## config.mk

```make
export PLATFORM = sky130hd
export DESIGN_NAME = vec_add_engine
export DESIGN_NICKNAME = d
export VERILOG_FILES = /design/src/rtl/vec_add_engine.sv
export SDC_FILE = /design/constraint.sdc
export NUM_CORES = 1
export LEC_CHECK = 0
export ABC_AREA = 1
export BUFFER_PORTS_ARGS = -buffer_cell sky130_fd_sc_hd__buf_2
export CAP_MARGIN = 20
export CORE_AREA = 2 2 481 483
export CTS_CLUSTER_DIAMETER = 80
export DETAILED_ROUTE_END_ITERATION = 16
export DIE_AREA = 0 0 483 485
export GPL_TIMING_DRIVEN = 0
export SLEW_MARGIN = 5
export SYNTH_ARGS = -nofsm -noshare
export SYNTH_HDL_FRONTEND = slang
export SYNTH_SLANG_ARGS = --single-unit
export TNS_END_PERCENT = 100
```

## constraint.sdc

```tcl
create_clock -name clk -period 2.1 [get_ports clk]
set_input_delay 0 -clock clk [delete_from_list [all_inputs] [get_ports clk]]
set_output_delay 0 -clock clk [all_outputs]
set_load 0.005 [all_outputs]
```

## src/rtl/vec_add_engine.sv

```systemverilog
// vec_add_engine
//   Host-memory vector adder for the CCI-P add-numbers AFU. After an accepted
//   start it walks num_lines cache lines: read line i from src_addr+i, add
//   adjacent element pairs in every lane, write the packed sums (upper half of
//   the line zero) to dst_addr+i. Exactly one request is outstanding at a time.
//
// Build option:
//   VEC_ADD_SATURATE_EN  defined   -> a lane that carries saturates to all-ones
//                        undefined -> a lane wraps modulo 2^DATA_W
//   In both builds a carry sets the sticky overflow flag.
//
// Ports:
//   clk, reset            clock, synchronous active-high reset
//   start                 one-cycle start pulse (ignored while busy)
//   src_addr, dst_addr    first source / destination line address
//   num_lines             number of lines to process (0 allowed)
//   rd_req_valid/_addr    c0 read request (registered pulse)
//   rd_almfull            c0 TX almost-full
//   rd_rsp_valid/_data    c0 read response
//   wr_req_valid/_addr/_data  c1 write request (registered pulse, sop implied)
//   wr_almfull            c1 TX almost-full
//   wr_rsp_valid          c1 write response
//   busy, done, overflow  run status (done and overflow are sticky)
//   lines_done            write responses received in the current run
module vec_add_engine #(
  parameter int DATA_W = 8,
  parameter int LINE_W = 512,
  parameter int ADDR_W = 42,
  parameter int CNT_W  = 16
) (
  input  logic              clk,
  input  logic              reset,
  input  logic              start,
  input  logic [ADDR_W-1:0] src_addr,
  input  logic [ADDR_W-1:0] dst_addr,
  input  logic [CNT_W-1:0]  num_lines,
  output logic              rd_req_valid,
  output logic [ADDR_W-1:0] rd_req_addr,
  input  logic              rd_almfull,
  input  logic              rd_rsp_valid,
  input  logic [LINE_W-1:0] rd_rsp_data,
  output logic              wr_req_valid,
  output logic [ADDR_W-1:0] wr_req_addr,
  output logic [LINE_W-1:0] wr_req_data,
  input  logic              wr_almfull,
  input  logic              wr_rsp_valid,
  output logic              busy,
  output logic              done,
  output logic              overflow,
  output logic [CNT_W-1:0]  lines_done
);

  localparam int LANES  = LINE_W / (2 * DATA_W);
  localparam int HALF_W = LANES * DATA_W;

  typedef enum logic [2:0] {
    IDLE    = 3'd0,
    RD_REQ  = 3'd1,
    RD_WAIT = 3'd2,
    WR_REQ  = 3'd3,
    WR_WAIT = 3'd4,
    DONE    = 3'd5
  } state_t;

  state_t r_state;
  state_t w_state_nxt;

  logic w_start_acc;
  logic w_rd_fire;
  logic w_rsp_cap;
  logic w_wr_fire;
  logic w_wr_ack;
  logic w_last;

  logic [ADDR_W-1:0] r_src_cur;
  logic [ADDR_W-1:0] r_dst_cur;
  logic [CNT_W-1:0]  r_remain;
  logic [CNT_W-1:0]  r_lines_done;
  logic              r_rd_req_valid;
  logic              r_wr_req_valid;
  logic              r_done;
  logic              r_overflow;
  logic [HALF_W-1:0] r_res_p1;

  logic [HALF_W-1:0] w_res_p0;
  logic [LANES-1:0]  w_carry_p0;

`ifdef VEC_ADD_SATURATE_EN
  function automatic logic [DATA_W-1:0] sat_lane(input logic [DATA_W:0] sum);
    return sum[DATA_W] ? {DATA_W{1'b1}} : sum[DATA_W-1:0];
  endfunction
`endif

  // ---- stage p0: lane adders straight off the read response bus ----
  for (genvar k = 0; k < LANES; k++) begin : g_lane
    logic [DATA_W:0] w_sum;
    assign w_sum = {1'b0, rd_rsp_data[(2*k)*DATA_W +: DATA_W]}
                 + {1'b0, rd_rsp_data[(2*k+1)*DATA_W +: DATA_W]};
    assign w_carry_p0[k] = w_sum[DATA_W];
`ifdef VEC_ADD_SATURATE_EN
    assign w_res_p0[k*DATA_W +: DATA_W] = sat_lane(w_sum);
`else
    assign w_res_p0[k*DATA_W +: DATA_W] = w_sum[DATA_W-1:0];
`endif
  end

  assign w_last = (r_remain == CNT_W'(1));

  always_ff @(posedge clk) begin
    if (reset) r_state <= IDLE;
    else       r_state <= w_state_nxt;
  end

  always_comb begin
    w_state_nxt = r_state;
    w_start_acc = 1'b0;
    w_rd_fire   = 1'b0;
    w_rsp_cap   = 1'b0;
    w_wr_fire   = 1'b0;
    w_wr_ack    = 1'b0;
    unique case (r_state)
      IDLE: begin
        if (start) begin
          w_start_acc = 1'b1;
          w_state_nxt = (num_lines == '0) ? DONE : RD_REQ;
        end
      end
      RD_REQ: begin
        if (!rd_almfull) begin
          w_rd_fire   = 1'b1;
          w_state_nxt = RD_WAIT;
        end
      end
      RD_WAIT: begin
        if (rd_rsp_valid) begin
          w_rsp_cap   = 1'b1;
          w_state_nxt = WR_REQ;
        end
      end
      WR_REQ: begin
        if (!wr_almfull) begin
          w_wr_fire   = 1'b1;
          w_state_nxt = WR_WAIT;
        end
      end
      WR_WAIT: begin
        if (wr_rsp_valid) begin
          w_wr_ack    = 1'b1;
          w_state_nxt = w_last ? DONE : RD_REQ;
        end
      end
      DONE:    w_state_nxt = IDLE;
      default: w_state_nxt = IDLE;
    endcase
  end

  // ---- stage p1: captured result line, request pulses and run status ----
  always_ff @(posedge clk) begin
    if (reset) begin
      r_src_cur      <= '0;
      r_dst_cur      <= '0;
      r_remain       <= '0;
      r_lines_done   <= '0;
      r_rd_req_valid <= 1'b0;
      r_wr_req_valid <= 1'b0;
      r_done         <= 1'b0;
      r_overflow     <= 1'b0;
      r_res_p1       <= '0;
    end else begin
      r_rd_req_valid <= w_rd_fire;
      r_wr_req_valid <= w_wr_fire;
      if (w_start_acc) begin
        r_src_cur    <= src_addr;
        r_dst_cur    <= dst_addr;
        r_remain     <= num_lines;
        r_lines_done <= '0;
        r_done       <= 1'b0;
        r_overflow   <= 1'b0;
      end
      if (w_rsp_cap) begin
        r_res_p1 <= w_res_p0;
        if (|w_carry_p0) r_overflow <= 1'b1;
      end
      if (w_wr_ack) begin
        r_lines_done <= r_lines_done + CNT_W'(1);
        r_remain     <= r_remain - CNT_W'(1);
        // Keep the addresses of the final line visible after completion.
        if (!w_last) begin
          r_src_cur <= r_src_cur + ADDR_W'(1);
          r_dst_cur <= r_dst_cur + ADDR_W'(1);
        end
      end
      if (r_state == DONE) r_done <= 1'b1;
    end
  end

  assign rd_req_valid = r_rd_req_valid;
  assign rd_req_addr  = r_src_cur;
  assign wr_req_valid = r_wr_req_valid;
  assign wr_req_addr  = r_dst_cur;
  assign wr_req_data  = {{(LINE_W-HALF_W){1'b0}}, r_res_p1};
  assign busy         = (r_state == RD_REQ) || (r_state == RD_WAIT) ||
                        (r_state == WR_REQ) || (r_state == WR_WAIT);
  assign done         = r_done;
  assign overflow     = r_overflow;
  assign lines_done   = r_lines_done;

endmodule

```

==> results.yml, run 1 <==
outcome:
  status: "finished, final reports clean"
setup_path:
  critPathMaxFanout: 2
  crit_arrival_ns: 2.66
  cp.required_ns: 2.68
  cp-end-kind: "flop"
  worstSetupStartpointType: "input port"
  worstSetupPathType: "in -> reg"
yosys:
  synthDistinctLibCells: 54
  syn_area_mm2: 0.02867
  synth-edff-count: 0
  syn_avg_cell_area_um2: 6.883
  synth-warning-count: 0
  ys_seq_area_share_pct: 26.47
  ys_ff_latch: 379
  synth_flop_cell: "dfxtp_1"
  ys_async_sr_fraction_pct: 0
  netlist_instances: 4165
global_route:
  use_met3_pct: 6.900
  track_usage_pct: 18.05
  use_met1_pct: 19.66
  grt_pass1_vias: 34480
  gr-total-overflow: 0
  antenna_found_initial: 81
  grt_first_pass_wirelength_um: 289700
  busiest_layer: "met2"
  grtUsageMet2_pct: 31.03
  grt_start_max_net_pins: 16
min_path:
  hp-class: "in -> reg"
timing:
  tightestPinTransition_ns: 1.132
  fin_crit_sh_pct: 98.67
  clock.fmax_mhz: 482.6
  maxSlewHeadroom_pct: 24.50
  setup_viol: 0
  slew_violations: 0
  min_period_ns: 2.072
  fin_skew_ns: 0.02216
  hold_viol: 0
cells_and_area:
  fin_util_pct: 20.84
  design_area_mm2: 0.04773
  area_growth_syn_to_layout_pct: 66.49
  drive_gt1_share_pct: 25.68
  finalNetCount: 7038
  fillers: 26000
die:
  die_area_mm2: 0.2343
  start_util_pct: 12.52
  row_count: 176
  design.core.area_mm2: 0.2290
  die_w_um: 483
  die_h_um: 485
  ioPinCount: 1236
drt:
  num_vias: 35720
  totalWireLength_um: 221300
  via_per_inst: 3.865
  routedWlPerCell_um: 23.94
  drc: 0
  drt_iter0_drc: 2600
  final_antenna_net_count: 0
  dr.pass1.iters: 6
placement:
  placed_area_mm2: 0.03843
  dpl.hpwl_um: 187000
  gp_congestion: 0.9962
  io_buffers: 979
clocking:
  cts.htree.levels: 2
  clock_latency_ns: 0.70
  cts_buffer_depth: 3
  cts_root_buf: "clkbuf_16"
  cts_buffers: 59
  cts_tree: "done"
  clk_pin_slew_worst_paths_ns: 0.06
  cts.sink_count: 379
power:
  ir_drop_uv: 653.5
  p_per_area_mw_per_mm2: 816.5
  p_leak_nw: 23.75
run:
  drv_cap: 0
[critical path: stages]
cell and delay, ns:
dlygate4sd3_1 0.54, buf_2 0.12, ha_1 0.28, dlygate4sd3_1 0.60, nand3_1 0.10, nand2_1 0.11, xor2_1 0.16, dlygate4sd3_1 0.56
o21ai_0 0.14, inv_1 0.05
[Yosys cell counts, types with 3 or more instances]
| master | number | share of area, % |
|---|---|---|
| a311oi_1 | 6 | 0.18 |
| nand4_1 | 37 | 0.81 |
| nand3_1 | 223 | 3.9 |
| o211ai_1 | 10 | 0.26 |
| a31oi_1 | 23 | 0.50 |
| a211oi_1 | 41 | 1.1 |
| or2_0 | 4 | 0.087 |
| nor3_2 | 5 | 0.17 |
| fa_1 | 32 | 2.2 |
| nor2_4 | 7 | 0.27 |
| o21ai_1 | 7 | 0.12 |
| xnor2_1 | 94 | 2.9 |
| nand2_2 | 3 | 0.065 |
| nor2_1 | 730 | 9.6 |
| nand3_2 | 4 | 0.14 |
| buf_1 | 9 | 0.12 |
| inv_2 | 13 | 0.17 |
| xor2_1 | 131 | 4.0 |
| buf_2 | 52 | 0.91 |
| dfxtp_1 | 379 | 26 |
| nor2_2 | 6 | 0.13 |
| nor3_1 | 40 | 0.70 |
| inv_1 | 339 | 4.4 |
| nand2_4 | 4 | 0.16 |
| a221oi_1 | 3 | 0.092 |
| buf_4 | 259 | 6.8 |
| nor4_1 | 8 | 0.17 |
| ha_1 | 261 | 11 |
| o21ai_0 | 353 | 6.2 |
| a21oi_1 | 222 | 3.9 |
| clkbuf_1 | 72 | 0.94 |
| or2_2 | 33 | 0.72 |
| nor4_2 | 3 | 0.13 |
| nand2_1 | 726 | 9.5 |
[cell families (layout without fill, tap and decap cells)]
logic type | Yosys count | after routing | synth area share [%]
adder cells (fa/ha/maj) | 293 | 293 | 13.63
AO/OA/AOI/OAI | 675 | 675 | 12.55
AND/OR/NAND/NOR | 1844 | 1845 | 26.96
other | 1 | 299 | 0.01308
XOR/XNOR | 225 | 225 | 6.874
flip-flops | 379 | 379 | 26.47
buffers and inverters | 747 | 2499 | 13.47
multiplexers | 1 | 1 | 0.03492
[cells in the final DEF (no fill, tap or decap), drive strengths merged, types with 32 or more instances in the layout]
cell type	instances
nand3	228
or2	38
ha	261
diode	43
nor3	46
inv	362
fa	32
nand4	38
conb	256
o21ai	360
nand2	734
buf	1309
clkbuf	160
nor2	744
a21oi	222
xnor2	94
dfxtp	379
a211oi	42
dlygate4sd3	644
xor2	131
[metrics by stage]
stage / power, mW / setup WS, ns / hold WS [ns] / std cells / setup TNS, ns
finish: 38.97 / 0.02796 / 0.009686 / 9242 / 0
floorplan: 17.48 / 0.3650 / 0.07931 / 4420 / 0
global route: 41.41 / -0.01014 / 0.01744 / 9226 / -0.01055
detailed placement: 26.06 / -1.408 / 0.2409 / 8430 / -184.60
CTS: 39.18 / -0.02656 / 0.0001044 / 9200 / -0.2209
global placement: 25.97 / -1.590 / 0.2445 / 8425 / -233.08
[registers in the layout (all words and copies together) (netlist names)]
signal and count:
overflow 1, r_res_p1 256, done 1, wr_req_valid 1, r_remain 16, rd_req_addr 42
lines_done 16, r_state 3, rd_req_valid 1, wr_req_addr 42
[layer usage]
metal	vias up	wire length (um)
met5	-	149
met4	22	11140
met1	16390	81450
met3	389	23850
li1	17070	-
met2	1860	104700
[report_power, final]
group          internal, mW  total, mW  switching [mW]
Sequential             8.79       10.3            1.50
Combinational          6.84       17.9            11.1
Clock                  6.37       10.8            4.38
[path summary, 6_finish.rpt]
path                                                start                         end  slack, ns  cells past startpoint
worst max-delay path                     rd_rsp_data[363]  r_res_p1[181]$_SDFFE_PP0P_       0.03                     10
worst min-delay path                     rd_rsp_data[493]  r_res_p1[245]$_SDFFE_PP0P_       0.01                      5
worst max register to register  wr_req_addr[1]$_SDFF_PP0_  wr_req_addr[28]$_SDFF_PP0_       0.08                      7
worst min register to register        overflow$_SDFF_PP0_         overflow$_SDFF_PP0_       0.47                      2
[timing repair]
action	in CTS	in global routing
setup buffers	4	10
endpoints found under the setup margin	362	328
hold buffers	658	3
pin swaps	4	14
endpoints found under the hold margin	354	3
gates cloned	0	2
gates resized for setup	111	85
[cell type report]
cell class              count  area, um^2  share of cell area [%]
multi-input cells        3295       18370                   38.48
repair buffers           1644       11620                   24.35
flip-flops and latches    379        7604                   15.93
well taps                3026        3786                   7.933
plain buffers             394        2856                   5.985
clock buffers              75        1628                   3.411
inverters                 353        1336                   2.800
clock inverters            33       424.2                  0.8887
diodes                     43       107.6                  0.2254
No activity file was read; power rests on OpenSTA's default activity.
==> run 2: changes to the inputs <==
--- a/config.mk
+++ b/config.mk
@@ -12,7 +12,9 @@
 export CTS_CLUSTER_DIAMETER = 80
 export DETAILED_ROUTE_END_ITERATION = 16
 export DIE_AREA = 0 0 483 485
+export GPL_ROUTABILITY_DRIVEN = 0
 export GPL_TIMING_DRIVEN = 0
+export REMOVE_ABC_BUFFERS = 1
 export SLEW_MARGIN = 5
 export SYNTH_ARGS = -nofsm -noshare
 export SYNTH_HDL_FRONTEND = slang
==> results.yml, run 2 (synthesized netlist as in run 1, its figures left out) <==
cells_and_area:
  finalNetCount: 6729
  drive_gt1_share_pct: 22.14
  largest_reg_flops: 256
  area_growth_syn_to_layout_pct: 62.06
  layout.cells.most_common: "buf_2"
  design_area_mm2: 0.04646
  largest-register: "r_res_p1"
  fillers: 25650
  fin_util_pct: 20.29
  final_cell_mix: "buf_2, nand2_1, nor2_1"
min_path:
  min_to: "r_res_p1[234]$_SDFFE_PP0P_"
  whs_path_depth: 4
  hp-start: "rd_rsp_data[474]"
  hp-class: "in -> reg"
drt:
  dr.pass1.iters: 8
  via_per_inst: 3.853
  routedWlPerCell_um: 19.45
  totalWireLength_um: 173700
  num_vias: 34410
  drc: 0
  final_antenna_net_count: 0
  drt_iter0_drc: 1916
power:
  p_int_mw: 22.65
  comb_power_share_pct: 42.1
  clkPwrFrac_pct: 31.1
  power.total_mw: 38.40
  p_per_area_mw_per_mm2: 826.6
  p_leak_nw: 22.59
  swShare_pct: 41.01
  p_seq_share_pct: 26.8
  ir_drop_uv: 486.3
  p_sw_mw: 15.75
die:
  row_count: 176
  start_util_pct: 12.52
  design.core.area_mm2: 0.2290
  die_area_mm2: 0.2343
  die_w_um: 483
  ioPinCount: 1236
  die_h_um: 485
setup_path:
  worstSetupPathType: "in -> reg"
  cp_top_family: "simple AND/OR/NAND/NOR gates"
  slowest_delay_ns: 0.69
  worst_r2r_endpoint: "rd_req_addr[32]$_SDFF_PP0_"
  cp-end-kind: "flop"
  worstPathCellList: "buf_2 > ha_1 > fa_1 > nand2_1 > nand2_1 > nand3_1 > nand4_1 > nor2_4 > nand2_1 > nor2_1 > nand2_1 > nand2_2 > a21oi_1"
  r2r_setup_slack_ns: 0.06
  cp.required_ns: 2.62
  crit_arrival_ns: 2.65
  worstSetupStartpointType: "input port"
  critPathMaxFanout: 2
  r2r_cells: 10
  worst-path-buf-inv: 1
  crit_slowest_cell: "nand4_1"
  reg2reg_from: "r_state[1]$_SDFFE_PP0P_"
  crit_top_cell: "nand2_1"
timing:
  fin_crit_sh_pct: 101.6
  setup_viol: 2
  slew_violations: 0
  tns_ns: -0.04447
  hold_viol: 0
  fin_skew_ns: 0.02552
  fin_ws_ns: -0.03277
  rsz0062_at_grt: "true"
  maxSlewHeadroom_pct: 41.99
  min_period_ns: 2.133
  tightestPinTransition_ns: 0.8669
  clock.fmax_mhz: 468.9
global_route:
  antenna_found_initial: 40
  gr-total-overflow: 0
  grt_start_max_net_pins: 101
  grt_pass1_vias: 33590
  grt_first_pass_wirelength_um: 236500
  track_usage_pct: 13.97
placement:
  placed_area_mm2: 0.03613
  dpl_worst_slack_ns: -1.436
  dpl.hpwl_um: 129500
  io_buffers: 979
clocking:
  cts_tree: "done"
  cts_root_buf: "clkbuf_16"
  clk_pin_slew_worst_paths_ns: 0.06
  cts_buffers: 69
  cts.sink_count: 379
  cts_buffer_depth: 3
  cts.htree.levels: 3
  clock_latency_ns: 0.69
run:
  drv_cap: 0
outcome:
  violations: "setup timing"
  status: "finished, violations left"
[run 2: changes by cell type in the layout (fill, tap and decap cells not counted), moves of 9 or more]
cell,previous run,this run
clkbuf_2,25,0
dlygate4sd3_1,644,674
diode_2,43,32
clkbuf_4,16,0
buf_16,3,15
buf_4,283,18
buf_2,993,978
buf_8,10,1
dlymetal6s4s_1,0,12
buf_6,13,1
clkbuf_1,46,6
clkbuf_16,61,75
[run 2: worst min-delay path, delay by kind of cell]
kind	cells	cell delay, ns
buffers and inverters	1	0.08
adders and majority gates	1	0.19
AOI/OAI and AO/OA	1	0.11
xor gates and xnor gates	1	0.28
[run 2: worst max-delay path by stage]
stage	from	end	slack, ns	depth (start not counted)
6_report	rd_rsp_data[32]	overflow$_SDFF_PP0_	-0.03	13
4_1_cts	rd_req_addr[6]$_SDFF_PP0_	rd_req_addr[33]$_SDFF_PP0_	0.006	10
3_5_place_dp	r_state[0]$_SDFFE_PP0P_	rd_req_addr[10]$_SDFF_PP0_	-1.44	10
5_1_grt	r_state[1]$_SDFFE_PP0P_	r_res_p1[45]$_SDFFE_PP0P_	-0.05	11
3_3_place_gp	reset	r_res_p1[182]$_SDFFE_PP0P_	-13.22	4
2_1_floorplan	r_state[1]$_SDFFE_PP0P_	r_res_p1[100]$_SDFFE_PP0P_	-2.56	7
[run 2: repair_timing]
action,CTS,global route
gates resized for setup,34,93
pin swaps,6,12
cloned,9,8
hold endpoints to repair,376,0
endpoints found under the setup margin,307,250
hold buffers,711,0
buffers inserted,7,18
[run 2: routing by layer]
layer  GRT usage [%]  wire length, um  vias up  share of wire (%)
met1           13.98            60490    15720                 35
met5               0               94        -              0.054
met4           11.57            15750       12                9.1
li1                -                -    16470                  -
met3           3.579            13300      506                7.7
met2           24.44            84100     1706                 48
[run 2: per-stage QoR]
| stage | hold WS, ns | std cells |
|---|---|---|
| floorplan | 0.06907 | 4026 |
| global placement | 0.1855 | 8031 |
| detailed placement | 0.1887 | 8043 |
| CTS | 0.001860 | 8897 |
| global route | 0.05045 | 8919 |
| finish | 0.03695 | 8931 |
[run 2: final cells by class]
| class | count | area [um^2] | area share, % |
|---|---|---|---|
| Timing Repair Buffer | 1712 | 12680 | 27.28 |
| Clock buffer | 94 | 2022 | 4.352 |
| Inverter | 353 | 1413 | 3.040 |
| Clock inverter | 33 | 344.1 | 0.7406 |
| Antenna cell | 32 | 80.08 | 0.1724 |
| Timing Repair inverter | 4 | 40.04 | 0.08618 |
| Sequential cell | 379 | 7601 | 16.36 |
| Tap cell | 3026 | 3786 | 8.149 |
| Multi-Input combinational cell | 3298 | 18500 | 39.81 |
[run 2: power by group through the flow]
stage                     logic (mW)  registers (mW)  clock network (mW)
after global placement          12.6            10.2                   0
after global routing            17.9            10.5                12.7
after detailed placement        13.1            10.3                   0
after CTS                       15.8            10.2                12.4
final                           16.2            10.3                11.9
after floorplan                 6.76            10.1                   0
